### config.mk
export PLATFORM = sky130hd
export DESIGN_NAME = simplebus_host_flat
export DESIGN_NICKNAME = d
export VERILOG_FILES = /design/src/rtl/simplebus_host_if.sv /design/src/rtl/simplebus_host.sv /design/src/flat_wrapper.sv
export SDC_FILE = /design/constraint.sdc
export NUM_CORES = 1
export LEC_CHECK = 0
export CORE_UTILIZATION = 43
export DETAILED_ROUTE_END_ITERATION = 8
export DONT_BUFFER_PORTS = 1
export PLACE_DENSITY = 0.69
export SLEW_MARGIN = 30
export SYNTH_ARGS = -nofsm -noshare
export SYNTH_HDL_FRONTEND = slang
export SYNTH_SLANG_ARGS = --single-unit
### constraint.sdc
create_clock -name clk -period 4.4 [get_ports clk]
set_clock_uncertainty 0.05 [all_clocks]
set_input_delay 0.66 -clock clk [delete_from_list [all_inputs] [get_ports clk]]
set_output_delay 0.66 -clock clk [all_outputs]
set_load 0.01 [all_outputs]
### src/rtl/simplebus_host_if.sv
// simplebus_host_if: Wishbone request/response and external simplebus byte lanes.
//   master modport : seen by simplebus_host (Wishbone inputs, bus outputs)
//   slave  modport : seen by the SoC fabric / external device side
interface simplebus_host_if;
  localparam int unsigned ADR_W  = 32;
  localparam int unsigned DAT_W  = 64;
  localparam int unsigned SEL_W  = 8;
  localparam int unsigned BYTE_W = 8;

  logic              wb_cyc;
  logic              wb_stb;
  logic              wb_we;
  logic [ADR_W-1:0]  wb_adr;
  logic [DAT_W-1:0]  wb_dat_w;
  logic [SEL_W-1:0]  wb_sel;
  logic [DAT_W-1:0]  wb_dat_r;
  logic              wb_ack;
  logic              wb_err;
  logic              wb_stall;
  logic [BYTE_W-1:0] ext_bus_out;
  logic              ext_bus_pty_out;
  logic [BYTE_W-1:0] ext_bus_in;
  logic              ext_bus_pty_in;

  modport master (
    input  wb_cyc, wb_stb, wb_we, wb_adr, wb_dat_w, wb_sel,
    output wb_dat_r, wb_ack, wb_err, wb_stall,
    output ext_bus_out, ext_bus_pty_out,
    input  ext_bus_in, ext_bus_pty_in
  );

  modport slave (
    output wb_cyc, wb_stb, wb_we, wb_adr, wb_dat_w, wb_sel,
    input  wb_dat_r, wb_ack, wb_err, wb_stall,
    input  ext_bus_out, ext_bus_pty_out,
    output ext_bus_in, ext_bus_pty_in
  );
endinterface

### src/rtl/simplebus_host.sv
// simplebus_host: serializes single 64-bit Wishbone requests onto the 8-bit
// simplebus (cmd/addr/sel/data, LSB first, odd-complement parity) and decodes
// the device response into wb_ack / wb_err / wb_dat_r.
//   clk, rst_n : bus clock, async active-low reset
//   bus        : simplebus_host_if.master (Wishbone slave side + ext byte lanes)
//   TIMEOUT_CYCLES : WAIT_ACK cycles tolerated before erroring the request
module simplebus_host #(
  parameter int unsigned TIMEOUT_CYCLES = 1024
) (
  input logic              clk,
  input logic              rst_n,
  simplebus_host_if.master bus
);
  localparam int unsigned ADR_W  = 32;
  localparam int unsigned DAT_W  = 64;
  localparam int unsigned SEL_W  = 8;
  localparam int unsigned BYTE_W = 8;
  localparam int unsigned CNT_W  = 4;
  localparam int unsigned TMO_W  = 16;

  localparam logic [BYTE_W-1:0] CMD_READ  = 8'h02;
  localparam logic [BYTE_W-1:0] CMD_WRITE = 8'h03;
  localparam logic [BYTE_W-1:0] ACK_READ  = 8'h82;
  localparam logic [BYTE_W-1:0] ACK_WRITE = 8'h83;

  typedef enum logic [2:0] {
    ST_IDLE, ST_CMD, ST_ADDR, ST_SEL, ST_WDATA, ST_WAIT_ACK, ST_RDATA, ST_DONE
  } state_t;

  state_t            state_q, state_d;
  logic [CNT_W-1:0]  cnt_q, cnt_d;
  logic [TMO_W-1:0]  tmo_q, tmo_d;
  logic              we_q, we_d;
  logic [ADR_W-1:0]  adr_q, adr_d;
  logic [DAT_W-1:0]  wdat_q, wdat_d;
  logic [SEL_W-1:0]  sel_q, sel_d;
  logic              fail_q, fail_d;
  logic [BYTE_W-1:0] out_q, out_d;
  logic              pty_q, pty_d;
  logic              ack_q, ack_d;
  logic              err_q, err_d;
  logic              stall_q, stall_d;
  logic [DAT_W-1:0]  rdat_q, rdat_d;
  logic              pty_ok_c;

  // State and registered outputs
  always_ff @(posedge clk or negedge rst_n) begin
    if (!rst_n) begin
      state_q <= ST_IDLE;
      cnt_q   <= '0;
      tmo_q   <= '0;
      we_q    <= 1'b0;
      adr_q   <= '0;
      wdat_q  <= '0;
      sel_q   <= '0;
      fail_q  <= 1'b0;
      out_q   <= '0;
      pty_q   <= 1'b1;
      ack_q   <= 1'b0;
      err_q   <= 1'b0;
      stall_q <= 1'b0;
      rdat_q  <= '0;
    end else begin
      state_q <= state_d;
      cnt_q   <= cnt_d;
      tmo_q   <= tmo_d;
      we_q    <= we_d;
      adr_q   <= adr_d;
      wdat_q  <= wdat_d;
      sel_q   <= sel_d;
      fail_q  <= fail_d;
      out_q   <= out_d;
      pty_q   <= pty_d;
      ack_q   <= ack_d;
      err_q   <= err_d;
      stall_q <= stall_d;
      rdat_q  <= rdat_d;
    end
  end

  assign pty_ok_c = (bus.ext_bus_pty_in == ~^bus.ext_bus_in);

  // Next state, request latch, response decode and next bus byte
  always_comb begin
    state_d = state_q;
    cnt_d   = cnt_q;
    tmo_d   = tmo_q;
    we_d    = we_q;
    adr_d   = adr_q;
    wdat_d  = wdat_q;
    sel_d   = sel_q;
    fail_d  = fail_q;
    rdat_d  = rdat_q;
    ack_d   = 1'b0;
    err_d   = 1'b0;
    out_d   = '0;

    case (state_q)
      ST_IDLE: begin
        // Hold off while the previous pulse is still visible so the same
        // request is not taken twice.
        if (bus.wb_cyc && bus.wb_stb && !ack_q && !err_q) begin
          we_d    = bus.wb_we;
          adr_d   = bus.wb_adr;
          wdat_d  = bus.wb_dat_w;
          sel_d   = bus.wb_sel;
          state_d = ST_CMD;
        end
      end
      ST_CMD: begin
        cnt_d   = '0;
        state_d = ST_ADDR;
      end
      ST_ADDR: begin
        if (cnt_q == CNT_W'(3)) begin
          cnt_d   = '0;
          tmo_d   = '0;
          state_d = we_q ? ST_SEL : ST_WAIT_ACK;
        end else begin
          cnt_d = cnt_q + CNT_W'(1);
        end
      end
      ST_SEL: begin
        cnt_d   = '0;
        state_d = ST_WDATA;
      end
      ST_WDATA: begin
        if (cnt_q == CNT_W'(7)) begin
          cnt_d   = '0;
          tmo_d   = '0;
          state_d = ST_WAIT_ACK;
        end else begin
          cnt_d = cnt_q + CNT_W'(1);
        end
      end
      ST_WAIT_ACK: begin
        if (!pty_ok_c) begin
          fail_d  = 1'b1;
          state_d = ST_DONE;
        end else if (bus.ext_bus_in == '0) begin
          if (tmo_q == TMO_W'(TIMEOUT_CYCLES - 1)) begin
            fail_d  = 1'b1;
            state_d = ST_DONE;
          end else begin
            tmo_d = tmo_q + TMO_W'(1);
          end
        end else if (we_q && bus.ext_bus_in == ACK_WRITE) begin
          fail_d  = 1'b0;
          state_d = ST_DONE;
        end else if (!we_q && bus.ext_bus_in == ACK_READ) begin
          cnt_d   = '0;
          state_d = ST_RDATA;
        end else begin
          fail_d  = 1'b1;
          state_d = ST_DONE;
        end
      end
      ST_RDATA: begin
        if (!pty_ok_c) begin
          fail_d  = 1'b1;
          state_d = ST_DONE;
        end else begin
          // LSB-first bytes land in the top lane and shift down
          rdat_d = {bus.ext_bus_in, rdat_q[DAT_W-1:BYTE_W]};
          if (cnt_q == CNT_W'(7)) begin
            fail_d  = 1'b0;
            state_d = ST_DONE;
          end else begin
            cnt_d = cnt_q + CNT_W'(1);
          end
        end
      end
      ST_DONE: begin
        // An abandoned cycle completes silently
        ack_d   = bus.wb_cyc && !fail_q;
        err_d   = bus.wb_cyc && fail_q;
        state_d = ST_IDLE;
      end
      default: state_d = ST_IDLE;
    endcase

    // Bus byte is registered against the state being entered
    case (state_d)
      ST_CMD:   out_d = we_d ? CMD_WRITE : CMD_READ;
      ST_ADDR:  out_d = BYTE_W'(adr_d >> {cnt_d[1:0], 3'b000});
      ST_SEL:   out_d = sel_d;
      ST_WDATA: out_d = BYTE_W'(wdat_d >> {cnt_d[2:0], 3'b000});
      default:  out_d = '0;
    endcase
    pty_d   = ~^out_d;
    stall_d = (state_d != ST_IDLE);
  end

  assign bus.ext_bus_out     = out_q;
  assign bus.ext_bus_pty_out = pty_q;
  assign bus.wb_ack          = ack_q;
  assign bus.wb_err          = err_q;
  assign bus.wb_stall        = stall_q;
  assign bus.wb_dat_r        = rdat_q;
endmodule

### src/flat_wrapper.sv
// flat-port wrapper written by rule: the top's interface ports become plain ports
module simplebus_host_flat 
#(
  parameter int unsigned TIMEOUT_CYCLES = 1024
)
  (clk, rst_n, bus_wb_cyc, bus_wb_stb, bus_wb_we, bus_wb_adr, bus_wb_dat_w, bus_wb_sel, bus_wb_dat_r, bus_wb_ack, bus_wb_err, bus_wb_stall, bus_ext_bus_out, bus_ext_bus_pty_out, bus_ext_bus_in, bus_ext_bus_pty_in);
  simplebus_host_if bus_i ();
  input logic clk;
  input logic rst_n;
  input wire logic [$bits(bus_i.wb_cyc)-1:0] bus_wb_cyc;
  input wire logic [$bits(bus_i.wb_stb)-1:0] bus_wb_stb;
  input wire logic [$bits(bus_i.wb_we)-1:0] bus_wb_we;
  input wire logic [$bits(bus_i.wb_adr)-1:0] bus_wb_adr;
  input wire logic [$bits(bus_i.wb_dat_w)-1:0] bus_wb_dat_w;
  input wire logic [$bits(bus_i.wb_sel)-1:0] bus_wb_sel;
  output wire logic [$bits(bus_i.wb_dat_r)-1:0] bus_wb_dat_r;
  output wire logic [$bits(bus_i.wb_ack)-1:0] bus_wb_ack;
  output wire logic [$bits(bus_i.wb_err)-1:0] bus_wb_err;
  output wire logic [$bits(bus_i.wb_stall)-1:0] bus_wb_stall;
  output wire logic [$bits(bus_i.ext_bus_out)-1:0] bus_ext_bus_out;
  output wire logic [$bits(bus_i.ext_bus_pty_out)-1:0] bus_ext_bus_pty_out;
  input wire logic [$bits(bus_i.ext_bus_in)-1:0] bus_ext_bus_in;
  input wire logic [$bits(bus_i.ext_bus_pty_in)-1:0] bus_ext_bus_pty_in;
  assign bus_i.wb_cyc = bus_wb_cyc;
  assign bus_i.wb_stb = bus_wb_stb;
  assign bus_i.wb_we = bus_wb_we;
  assign bus_i.wb_adr = bus_wb_adr;
  assign bus_i.wb_dat_w = bus_wb_dat_w;
  assign bus_i.wb_sel = bus_wb_sel;
  assign bus_wb_dat_r = bus_i.wb_dat_r;
  assign bus_wb_ack = bus_i.wb_ack;
  assign bus_wb_err = bus_i.wb_err;
  assign bus_wb_stall = bus_i.wb_stall;
  assign bus_ext_bus_out = bus_i.ext_bus_out;
  assign bus_ext_bus_pty_out = bus_i.ext_bus_pty_out;
  assign bus_i.ext_bus_in = bus_ext_bus_in;
  assign bus_i.ext_bus_pty_in = bus_ext_bus_pty_in;
  simplebus_host #(.TIMEOUT_CYCLES(TIMEOUT_CYCLES)) u_core (.clk(clk), .rst_n(rst_n), .bus(bus_i));
endmodule
==> results of run 1 <==
-- worst max-delay path, cell delays in order, from the launching register on --
cell	delay, ps
dfrtp_1	460
ha_1	300
and3b_1	290
inv_2	90
ha_1	300
nor4bb_1	450
nor4_4	100
and3_4	200
inv_2	270
o211ai_1	170
nand2b_1	170
a211oi_1	250
a2111o_1	170
xnor3_1	430
xnor3_1	350
-- stage by stage --
| stage | setup slack (ps) | hold WS, ps | area [µm²] | instances | total power, W |
|---|---|---|---|---|---|
| 3_3_place_gp | 218 | 322 | 10100 | 1038 | 0.00695 |
| 6_report | 281 | -193 | 10800 | 1080 | 0.00879 |
| 5_1_grt | 63.9 | -210 | 10800 | 1080 | 0.00937 |
| 4_1_cts | 284 | -208 | 10800 | 1079 | 0.00885 |
| 3_5_place_dp | 115 | 321 | 10100 | 1038 | 0.00704 |
| 2_1_floorplan | 490 | 314 | 9660 | 768 | 0.00603 |
-- state kept, by name, indices dropped and copies added, names as in the netlist --
name / flops
u_core.state_q: 3
u_core.bus.ext_bus_out: 8
u_core.we_q: 1
u_core.tmo_q: 16
u_core.fail_q: 1
u_core.bus.wb_err: 1
u_core.wdat_q: 64
u_core.cnt_q: 4
u_core.bus.wb_dat_r: 64
u_core.bus.wb_ack: 1
u_core.bus.wb_stall: 1
u_core.adr_q: 32
u_core.bus.ext_bus_pty_out: 1
u_core.sel_q: 8
-- final cells by class --
| type | instances | area, µm² | area share |
|---|---|---|---|
| tap | 280 | 350 | 0.0325 |
| clock inverter | 11 | 70.1 | 0.00650 |
| timing repair buffer | 28 | 248 | 0.0230 |
| sequential | 205 | 5130 | 0.476 |
| antenna | 1 | 2.50 | 0.000232 |
| multi-input combinational | 501 | 4250 | 0.395 |
| clock buffer | 30 | 632 | 0.0586 |
| inverter | 24 | 90.1 | 0.00836 |
-- worst max path at each step --
stage	slack (ps)	startpoint	depth (start not counted)	endpoint
after floorplan	490	bus_ext_bus_in[0]	15	u_core.bus.ext_bus_pty_out
after global placement	220	bus_ext_bus_in[0]	13	u_core.bus.ext_bus_pty_out
after detailed placement	120	bus_ext_bus_in[0]	12	u_core.bus.ext_bus_pty_out
after CTS	280	u_core.cnt_q[1]	15	u_core.bus.ext_bus_pty_out
after global routing	60	u_core.cnt_q[1]	15	u_core.bus.ext_bus_pty_out
final	280	u_core.cnt_q[1]	14	u_core.bus.ext_bus_pty_out
-- cells by family (layout without fill, tap and decap cells) --
family                     after synthesis  after routing  share of synthesized area
AOI/OAI and AO/OA                       93             93                     0.0715
buffers and inverters                   62             93                     0.0299
DFF                                    205            205                      0.531
and+or+nand+nor                        185            185                      0.106
muxes                                  192            192                      0.221
other                                    0              1                          0
adders and majority gates               10             10                     0.0130
xor gates and xnor gates                21             21                     0.0273
-- where the power goes --
| group | total [W] | switching (W) | internal, W |
|---|---|---|---|
| Combinational | 0.00379 | 0.00190 | 0.00189 |
| Clock | 0.00177 | 0.000757 | 0.00102 |
| Sequential | 0.00323 | 0.000567 | 0.00266 |
-- per-layer routing --
| metal | track usage | wire length (µm) | vias up |
|---|---|---|---|
| met5 | 0 | 12 | - |
| met4 | 0.0419 | 395 | 2 |
| met3 | 0.0513 | 1570 | 30 |
| met2 | 0.292 | 9960 | 192 |
| met1 | 0.275 | 10100 | 3009 |
| li1 | - | - | 2819 |
-- cells in the final DEF (no fill, tap or decap), types with 11 or more instances in the layout --
cell type / n
a21oi_1: 25
buf_4: 25
clkbuf_16: 23
dfrtp_1: 204
inv_1: 20
mux2_2: 163
mux2i_1: 26
nand2_1: 26
nand3_1: 11
nor2_1: 55
nor3_1: 20
or3_1: 14
xor2_1: 12
==> summary.txt, run 1 <==
STA
  • Max-slew violation count: 0
  • Hold WS: -193 ps
  • Achievable frequency: 243 MHz
  • Setup TNS: 0 ps
  • Tmin final: 4120 ps
  • Rel. slew slack: 0.522
  • Hold Fails Final Rpt: 204
  • RSZ-0062 raised after global routing: false
  • Final period utilization: 0.936
  • Tightest Pin Transition: 707 ps
  • Setup Viol. Count Final: 0

Floorplanning
  • DIE WIDTH: 152 µm
  • CORE AREA: 0.0219 mm²
  • Ports: 194
  • Initial Utilization: 0.441
  • Row count: 54
  • Die Y: 152 µm
  • Die area: 0.0231 mm²

GRT
  • Initial antenna violation count: 2
  • Vias in the first global route: 6254
  • Total grt overflow: 0
  • Global-route wire length before repair: 35700 µm
  • Overall Global Routing Usage: 0.192
  • Largest net degree at the start of global routing: 206

Setup path
  • Worst reg2reg endpoint: u_core.bus.ext_bus_pty_out
  • R2R setup slack: 280 ps
  • RR Startpoint: u_core.cnt_q[1]
  • Kind of critical path: reg2reg
  • CP max FO: 15
  • Worst reg-to-reg path cell count: 14
  • Worst setup SP type: register
  • Worst EP arrival: 4490 ps
  • Data required time of the critical path: 4770 ps
  • Worst setup EP type: register

Clock tree
  • CTS H-Tree Depth: 1
  • Clock tree buffer depth: 3
  • Clock-pin slew on the worst setup and hold paths: 60 ps
  • Clock root cell: clkbuf_16
  • CTS tree: yes
  • Total CTS buffers: 23
  • TritonCTS Sinks: 205
  • Worst skew pair latency: 500 ps
  • Post-CTS setup buffers: 0
  • Post-cts resize count: 0

Placed design
  • Routability cong.: 0.867
  • Port bufs: 0
  • Hpwl dp: 15700 µm

Logic synthesis
  • Synth area leader: dfrtp_1
  • Mean Syn Cell Area: 12.6 µm²
  • Synth cell types: 87
  • Seq/Total Area, Yosys: 0.531
  • Top cells by count, synth: 204 x dfrtp_1, 163 x mux2_2, 57 x nor2_1
  • Cells after Synth: 768
  • Yosys reg bits: 205
  • Share of Yosys cell area claimed by the top area cell type: 0.529
  • Mapped Nets: 896
  • Prevailing post-synth register cell: dfrtp_1
  • Synth Cell Area: 0.00966 mm²
  • Synth warn: 0
  • Post-synth EDFFs: 0
  • FFs w/ async S/R, synth: 1.00
  • Count leader, synth: dfrtp_1
  • Main area contributors after synthesis: dfrtp_1 53%, mux2_2 19%, mux2i_1 2.7%

Power
  • PwrDens: 816 mW/mm²
  • VDD IR max: 0.000512 V
  • Leak Pwr: 4.92 nW

Final layout
  • Post-layout nets: 911
  • Area grow syn2layout: 11.6%
  • Util after Layout: 0.492
  • Fillcell total: 1972
  • Share of cells above drive strength 1: 0.323

Drt
  • Drt first pass iters: 6
  • Detailed Route WL: 22100 µm
  • Avg Vias per Cell: 5.60
  • DRC: 0
  • Routed via count: 6052
  • Wire per inst: 20.4 µm
  • ANT nets after route: 0
  • Initial drt markers: 350

Min path
  • Hold Path Class: in2async

Run status
  • Failing checks: negative hold slack
  • Status: finished with violations

Job
  • Max Cap Viol: 0
No activity file was read; power rests on OpenSTA's default activity.
==> inputs of run 2 (changes only) <==
Settings changed: SLEW_MARGIN 30 to not set.
==> run 2 against run 1 <==
Against the previous run: the flow still finishes with violations (negative hold slack); critical endpoint unchanged; first-iteration DRC count up 2.3%; hold slack worse by 0.60 ps; global-route usage unchanged; sequential share of layout area about the same; final cell count unchanged.
==> summary.txt, run 2 (synthesized netlist as in run 1, its figures left out) <==
Run status
  • Status: finished with violations
  • Failing checks: negative hold slack

Setup path
  • R2R setup slack: 280 ps
  • Data required time of the critical path: 4770 ps
  • Worst setup SP type: register
  • RR Startpoint: u_core.cnt_q[1]
  • Worst setup EP type: register
  • Worst EP arrival: 4490 ps
  • CP Cell Sequence: ha_1 -> and3b_1 -> inv_2 -> ha_1 -> nor4bb_1 -> nor4_4 -> and3_4 -> inv_2 -> o211ai_1 -> nand2b_1 -> a211oi_1 -> a2111o_1 -> xnor3_1 -> xnor3_1
  • Worst reg2reg endpoint: u_core.bus.ext_bus_pty_out
  • Buf/Inv on CP: 2
  • Max incr delay on CP: 460 ps
  • Worst reg-to-reg path cell count: 14
  • Worst path top cell family by delay: simple AND/OR/NAND/NOR gates
  • Kind of critical path: reg2reg
  • Critical path depth in cells: 14
  • Start point of the critical path: u_core.cnt_q[1]
  • CP max FO: 15
  • Slowest CP cell: dfrtp_1

Min path
  • Hold Path Class: in2async

Clock tree
  • Post-cts resize count: 0
  • CTS H-Tree Depth: 1
  • Clock-pin slew on the worst setup and hold paths: 60 ps
  • Post-CTS setup buffers: 0
  • Total CTS buffers: 23
  • Clock root cell: clkbuf_16
  • Clock tree buffer depth: 3
  • Worst skew pair latency: 500 ps
  • CTS tree: yes
  • TritonCTS Sinks: 205

STA
  • Rel. slew slack: 0.383
  • Final setup margin: 283 ps
  • Tightest Pin Transition: 922 ps
  • Hold Fails Final Rpt: 204
  • Setup TNS: 0 ps
  • Achievable frequency: 243 MHz
  • Setup Viol. Count Final: 0
  • Hold WS: -194 ps
  • Tmin final: 4120 ps
  • RSZ-0062 raised after global routing: false
  • Max-slew violation count: 0
  • Final period utilization: 0.936

Power
  • Leak Pwr: 4.92 nW
  • Clock share of power: 0.202
  • Switching Share: 0.367
  • Int Pwr: 0.00556 W
  • Sequential power share: 0.367
  • VDD IR max: 0.000511 V
  • Pwr Total: 0.00879 W
  • Psw: 0.00323 W
  • Combinational share of power: 0.431
  • PwrDens: 816 mW/mm²

Placed design
  • Port bufs: 0
  • Placed Instance Area: 0.0101 mm²
  • Placed cells: 1038
  • Routability cong.: 0.867
  • Hpwl dp: 15700 µm
  • Placement Setup Slack: 115 ps

GRT
  • Initial antenna violation count: 2
  • Global-route wire length before repair: 35700 µm
  • Total grt overflow: 0
  • Vias in the first global route: 6254
  • Largest net degree at the start of global routing: 206
  • Overall Global Routing Usage: 0.192

Final layout
  • Post-layout nets: 911
  • Multi-input logic area: 0.00425 mm²
  • Final cell count without fillers: 1080
  • Share of cells above drive strength 1: 0.322
  • Area grow syn2layout: 11.6%
  • Most frequent cells in the layout: 204 x dfrtp_1, 163 x mux2_2, 56 x nor2_1
  • Fillcell total: 1972
  • Most common cell after layout, fill and taps aside: dfrtp_1
  • Fin area: 0.0108 mm²
  • Register area: 0.00513 mm²

Drt
  • Wire per inst: 20.4 µm
  • ANT nets after route: 0
  • Detailed Route WL: 22100 µm
  • DRC: 0
  • Avg Vias per Cell: 5.62
  • Drt first pass iters: 7
  • Initial drt markers: 358
  • Routed via count: 6067

Floorplanning
  • Row count: 54
  • Die Y: 152 µm
  • DIE WIDTH: 152 µm
  • Ports: 194
  • CORE AREA: 0.0219 mm²
  • Initial Utilization: 0.441
  • Die area: 0.0231 mm²

Job
  • Max Cap Viol: 0
==> run 2: power by group through the flow <==
stage	Combinational [W]	Clock, W	Sequential [W]
final	0.00379	0.00177	0.00323
after global routing	0.00414	0.00189	0.00332
after CTS	0.00380	0.00182	0.00323
after detailed placement	0.00377	0	0.00327
after global placement	0.00371	0	0.00324
after floorplan	0.00297	0	0.00306
==> run 2: worst max path at each step <==
stage                                             to
after floorplan           u_core.bus.ext_bus_pty_out
after global placement    u_core.bus.ext_bus_pty_out
after detailed placement  u_core.bus.ext_bus_pty_out
final                     u_core.bus.ext_bus_pty_out
after global routing      u_core.bus.ext_bus_pty_out
after CTS                 u_core.bus.ext_bus_pty_out
==> run 2: layout make-up <==
cell class | instances | area share
Antenna cell | 1 | 0.000232
Clock buffer | 30 | 0.0586
Clock inverter | 11 | 0.00650
Inverter | 24 | 0.00836
Multi-Input combinational cell | 501 | 0.395
Sequential cell | 205 | 0.476
Tap cell | 280 | 0.0325
Timing Repair Buffer | 28 | 0.0230
==> run 2: metal layers <==
metal / share of wire / track usage / vias to the layer above
li1: - / - / 2817
met1: 0.46 / 0.275 / 3011
met5: 0.00054 / 0 / -
met3: 0.074 / 0.0513 / 32
met2: 0.45 / 0.292 / 205
met4: 0.018 / 0.0419 / 2
==> run 2: through the flow <==
step / hold WS (ps) / util
CTS: -208 / 0.492
global placement: 322 / 0.460
global route: -210 / 0.492
finish: -194 / 0.492
detailed placement: 321 / 0.460
floorplan: 314 / -
